[config.mk]
export PLATFORM = sky130hd
export DESIGN_NAME = mio_bus_arbiter
export DESIGN_NICKNAME = d
export VERILOG_FILES = /design/src/rtl/mio_bus_arbiter.sv
export SDC_FILE = /design/constraint.sdc
export NUM_CORES = 1
export LEC_CHECK = 0
export BUFFER_PORTS_ARGS = -buffer_cell sky130_fd_sc_hd__buf_2
export CORE_MARGIN = 2
export CORE_UTILIZATION = 46
export CTS_CLUSTER_SIZE = 16
export DETAILED_ROUTE_END_ITERATION = 6
export MAX_ROUTING_LAYER = met4
export PLACE_DENSITY = 0.83
export REMOVE_ABC_BUFFERS = 1
export SYNTH_ARGS = -nofsm -noshare
export SYNTH_HDL_FRONTEND = slang
export SYNTH_SLANG_ARGS = --single-unit
[constraint.sdc]
create_clock -name clk -period 2 [get_ports clk]
set_clock_uncertainty 0.05 [all_clocks]
set_input_delay 0.2 -clock clk [delete_from_list [all_inputs] [get_ports clk]]
set_output_delay 0.2 -clock clk [all_outputs]
set_load 0.1 [all_outputs]
[src/rtl/mio_bus_arbiter.sv]
// mio_bus_arbiter: two-master arbiter/sequencer in front of the MIO bus decoder.
// Each access becomes a fixed-length transaction: IDLE (arbitrate), ACCESS for
// WAIT_CYCLES cycles (address held, single write strobe), RESP (one ack pulse).
// Every bus-side output comes straight from a register.
module mio_bus_arbiter #(
    parameter int unsigned WAIT_CYCLES = 1,    // legal range 1..15
    parameter bit          FIXED_PRIO  = 1'b0  // 0: round-robin on ties, 1: master 0 wins ties
) (
    input  logic        clk,
    input  logic        rst,        // asynchronous, active-low
    input  logic        m0_req,
    input  logic        m0_we,
    input  logic [31:0] m0_addr,
    input  logic [31:0] m0_wdata,
    output logic        m0_ack,
    output logic [31:0] m0_rdata,
    input  logic        m1_req,
    input  logic        m1_we,
    input  logic [31:0] m1_addr,
    input  logic [31:0] m1_wdata,
    output logic        m1_ack,
    output logic [31:0] m1_rdata,
    output logic [31:0] bus_addr,
    output logic [31:0] bus_wdata,
    output logic        bus_we,
    input  logic [31:0] bus_rdata,
    output logic [1:0]  grant,
    output logic        busy
);

    typedef enum logic [1:0] {
        ST_IDLE   = 2'd0,
        ST_ACCESS = 2'd1,
        ST_RESP   = 2'd2
    } state_t;

    state_t      r_state;
    state_t      w_state_nxt;
    logic [3:0]  r_cnt;
    logic        r_last;       // master that owned the most recent completed transaction
    logic        r_we;         // latched direction, kept after the strobe drops
    logic [1:0]  r_grant;
    logic [31:0] r_addr;
    logic [31:0] r_wdata;
    logic        r_bus_we;
    logic        r_m0_ack;
    logic        r_m1_ack;
    logic [31:0] r_m0_rdata;
    logic [31:0] r_m1_rdata;

    logic        w_req_any;
    logic        w_pick_m1;
    logic        w_cnt_done;
    logic        w_owner_m1;

    assign w_req_any  = m0_req | m1_req;
    // Master 1 wins if it is the only requester, or on a round-robin tie when master 0 went last.
    assign w_pick_m1  = m1_req & (~m0_req | ((FIXED_PRIO == 1'b0) & ~r_last));
    assign w_cnt_done = (r_cnt == 4'(WAIT_CYCLES - 1));
    assign w_owner_m1 = r_grant[1];

    // State register.
    always_ff @(posedge clk or negedge rst) begin
        if (!rst) begin
            r_state <= ST_IDLE;
        end else begin
            r_state <= w_state_nxt;
        end
    end

    // Next-state logic: arbitrate in IDLE, hold ACCESS for WAIT_CYCLES cycles, one RESP cycle.
    always_comb begin
        w_state_nxt = r_state;
        case (r_state)
            ST_IDLE:   if (w_req_any) w_state_nxt = ST_ACCESS;
            ST_ACCESS: if (w_cnt_done) w_state_nxt = ST_RESP;
            ST_RESP:   w_state_nxt = ST_IDLE;
            default:   w_state_nxt = ST_IDLE;
        endcase
    end

    // Datapath: latch the winner's request, sequence the strobe, capture read data, pulse ack.
    always_ff @(posedge clk or negedge rst) begin
        if (!rst) begin
            r_cnt      <= '0;
            r_last     <= 1'b1;
            r_we       <= 1'b0;
            r_grant    <= '0;
            r_addr     <= '0;
            r_wdata    <= '0;
            r_bus_we   <= 1'b0;
            r_m0_ack   <= 1'b0;
            r_m1_ack   <= 1'b0;
            r_m0_rdata <= '0;
            r_m1_rdata <= '0;
        end else begin
            case (r_state)
                ST_IDLE: begin
                    if (w_req_any) begin
                        r_grant  <= w_pick_m1 ? 2'b10 : 2'b01;
                        r_addr   <= w_pick_m1 ? m1_addr  : m0_addr;
                        r_wdata  <= w_pick_m1 ? m1_wdata : m0_wdata;
                        r_we     <= w_pick_m1 ? m1_we    : m0_we;
                        r_bus_we <= w_pick_m1 ? m1_we    : m0_we;
                        r_cnt    <= '0;
                    end
                end
                ST_ACCESS: begin
                    r_bus_we <= 1'b0;
                    r_cnt    <= r_cnt + 4'd1;
                    if (w_cnt_done) begin
                        if (!r_we) begin
                            if (w_owner_m1) r_m1_rdata <= bus_rdata;
                            else            r_m0_rdata <= bus_rdata;
                        end
                        r_addr   <= '0;
                        r_wdata  <= '0;
                        r_m0_ack <= ~w_owner_m1;
                        r_m1_ack <= w_owner_m1;
                    end
                end
                ST_RESP: begin
                    r_m0_ack <= 1'b0;
                    r_m1_ack <= 1'b0;
                    r_grant  <= '0;
                    r_last   <= w_owner_m1;
                end
                default: begin
                    r_grant <= '0;
                end
            endcase
        end
    end

    assign bus_addr  = r_addr;
    assign bus_wdata = r_wdata;
    assign bus_we    = r_bus_we;
    assign grant     = r_grant;
    assign busy      = (r_state != ST_IDLE);
    assign m0_ack    = r_m0_ack;
    assign m1_ack    = r_m1_ack;
    assign m0_rdata  = r_m0_rdata;
    assign m1_rdata  = r_m1_rdata;

endmodule
==> flow_metrics.py <==
metrics = {
    "logic_synthesis": {
        "syn_area_per_cell_um2": 14.3,
        "synth_top_area_share_pct": 58.9,
        "ys_ff_latch": 141,
        "yosysSeqAreaShare_pct": 59.3,
        "synth_commonest_cells": "dfrtp_1, a221o_1, and3_1",
        "syn_inst": 416,
        "yosysUniqueCellTypes": 33,
        "synth_ff_type": "dfrtp_1",
        "yosysTopAreaCell": "dfrtp_1",
        "synth_area_leaders": "dfrtp_1, a221o_1, mux2_4, and3_1, mux2_2",
        "synth_edf_count": 0,
        "ys_warn_count": 0,
        "synth-async-reset-ratio_pct": 100,
        "yosysMostFrequentCell": "dfrtp_1",
        "syn_area_um2": 5950,
    },
    "worst_setup_path": {
        "ff2ff_path_depth": 3,
        "max_stage_delay_ns": 0.96,
        "worstReg2RegStart": "r_state[1]",
        "end_kind": "flip-flop",
        "path_class": "reg -> reg",
        "critPathArrivalTime_ns": 2.27,
        "critical_path.max_fanout": 32,
        "rr_endpoint": "bus_addr[18]",
        "crit_chain": "nor2b_2 > and3_1 > a221o_1",
        "reg2reg_slack_ns": 0.03,
        "required_ns": 2.30,
        "cpMaxStageDelayCell": "nor2b_2",
        "startpoint_type": "flip-flop",
    },
    "place": {
        "hpwl_um": 12200,
        "place_area_um2": 7670,
        "port_buffers": 299,
        "place_inst": 864,
        "gp_congestion": 0.904,
    },
    "finish": {
        "area_growth_pct": 56.3,
        "fin_area_um2": 9300,
        "seq_area_um2": 3530,
        "multi_input_area_um2": 2240,
        "drive_gt1_share_pct": 51.2,
        "fill_cells": 773,
        "finalNetCount": 976,
        "finalNonFillerCells": 997,
    },
    "timing": {
        "period_minus_slack_ns": 1.97,
        "hold_viol": 0,
        "setup_viol": 0,
        "hold_ws_ns": 0.0209,
        "drv_slew": 0,
        "max_clock_freq_mhz": 508,
        "maxSlewHeadroom_pct": 18.3,
        "timing.final.crit_share_pct": 98.4,
        "worst_pin_slew_ns": 1.22,
        "rsz0062_at_grt": "no",
    },
    "clocking": {
        "clk_latency_ns": 0.41,
        "clk_pin_slew_ns": 0.06,
        "clock_path_buffers": 2,
        "cts_made_buffers": 17,
        "cts-root-buf": "clkbuf_16",
        "cts_tree": "done",
        "htreeDepth": 4,
        "clock_sinks": 141,
    },
    "floorplanning": {
        "num_rows": 41,
        "die-area_um2": 13900,
        "core_um2": 12600,
        "die_y_um": 118,
        "ios": 300,
        "start_util_pct": 47.2,
        "die_x_um": 118,
    },
    "grt": {
        "gr-total-overflow": 0,
        "grt_pass1_wl_um": 32800,
        "track_usage_pct": 31.2,
        "grt_pass1_vias": 5880,
        "antenna_found_initial": 5,
        "grt_max_degree": 67,
    },
    "min_path": {
        "worstHoldStart": "bus_rdata[28]",
        "min_path_cells": 2,
        "hold_path.class": "in -> reg",
        "min_to": "m0_rdata[28]",
    },
    "outcome": {
        "status": "complete, no violations",
    },
    "drt": {
        "via_per_inst": 5.66,
        "wl_per_cell_um": 21.7,
        "dr.pass1.iters": 5,
        "remaining_drc_errors": 0,
        "wl_um": 21600,
        "ant_nets": 0,
        "vias": 5646,
        "drt-initial-drc-count": 556,
    },
    "flow_run": {
        "max_cap_violations": 0,
    },
}
-- state kept, by name, summed over array words and instances (netlist names) --
name and flops:
m0_rdata 32, r_last 1, grant 2, r_cnt 4, m0_ack 1, r_state 2
bus_wdata 32, m1_ack 1, bus_addr 32, r_we 1, bus_we 1, m1_rdata 32
-- logic make-up after synthesis --
| logic type | after synthesis | share of synthesized area (%) |
|---|---|---|
| DFF | 141 | 59.3 |
| buffers and inverters | 39 | 3.45 |
| AOI/OAI and AO/OA | 77 | 12.5 |
| xor gates and xnor gates | 1 | 0.147 |
| adders and majority gates | 2 | 0.420 |
| and+or+nand+nor | 88 | 9.48 |
| muxes | 68 | 14.7 |
-- critical path: cells and delay by family, from the launching register on --
kind	cells	cell delay, ns
and+or+nand+nor	2	1.25
DFF	1	0.48
AOI/OAI and AO/OA	1	0.12
-- metal layers --
layer  share of wire (%)  vias to the layer above  track usage (%)
met3                 8.4                       64             7.46
li1                    -                     2386                -
met2                  51                      401             51.3
met5                   0                        -                -
met1                  37                     2795             36.6
met4                 3.5                        0             14.1
-- per-stage QoR --
stage / util (%) / setup slack [ns] / TNS [ns]
floorplan: - / -0.893 / -77.28
global placement: 60.8 / 0.135 / 0
detailed placement: 60.8 / 0.0765 / 0
CTS: 73.1 / 0.0520 / 0
global route: 73.7 / 0.0183 / 0
finish: 73.7 / 0.0322 / 0
-- what timing repair did --
action / in CTS / in global routing
pin swaps: 0 / 0
gates resized for setup: 1 / 2
gates cloned: 0 / 2
hold buffers: 93 / 2
buffers inserted: 0 / 0
endpoints found under the setup margin: 1 / 49
hold endpoints to repair: 256 / 2
-- how the worst max path moves through the flow --
| stage | start | endpoint | slack (ns) | cells past startpoint |
|---|---|---|---|---|
| 6_report | r_state[1] | bus_addr[18] | 0.03 | 3 |
| 2_1_floorplan | grant[1] | m0_rdata[0] | -0.89 | 2 |
| 3_5_place_dp | r_cnt[0] | m0_rdata[31] | 0.08 | 6 |
| 3_3_place_gp | r_cnt[0] | m0_rdata[31] | 0.14 | 6 |
| 5_1_grt | r_state[1] | bus_wdata[18] | 0.02 | 3 |
| 4_1_cts | r_cnt[0] | m0_rdata[31] | 0.05 | 6 |
-- final cells by class --
| cell class | instances | area share (%) |
|---|---|---|
| Timing Repair Buffer | 408 | 28.6 |
| Clock inverter | 12 | 2.10 |
| Clock buffer | 19 | 4.65 |
| Sequential cell | 141 | 38.0 |
| Antenna cell | 5 | 0.135 |
| Tap cell | 172 | 2.31 |
| Multi-Input combinational cell | 237 | 24.1 |
| Inverter | 3 | 0.121 |
-- cells in the final DEF, fill, tap and decap left out, types with 4 or more instances in the layout --
| cell | n |
|---|---|
| buf_2 | 297 |
| dfrtp_1 | 139 |
| dlygate4sd3_1 | 95 |
| a221o_1 | 66 |
| and3_1 | 65 |
| mux2_2 | 36 |
| mux2_4 | 30 |
| clkbuf_16 | 18 |
| buf_4 | 7 |
| buf_12 | 6 |
| diode_2 | 5 |
| nand2_1 | 5 |
| bufinv_16 | 5 |
| clkinv_2 | 4 |
Power is not shown: default switching activity piles up to over one toggle a cycle in this logic, so the estimate is an artifact.
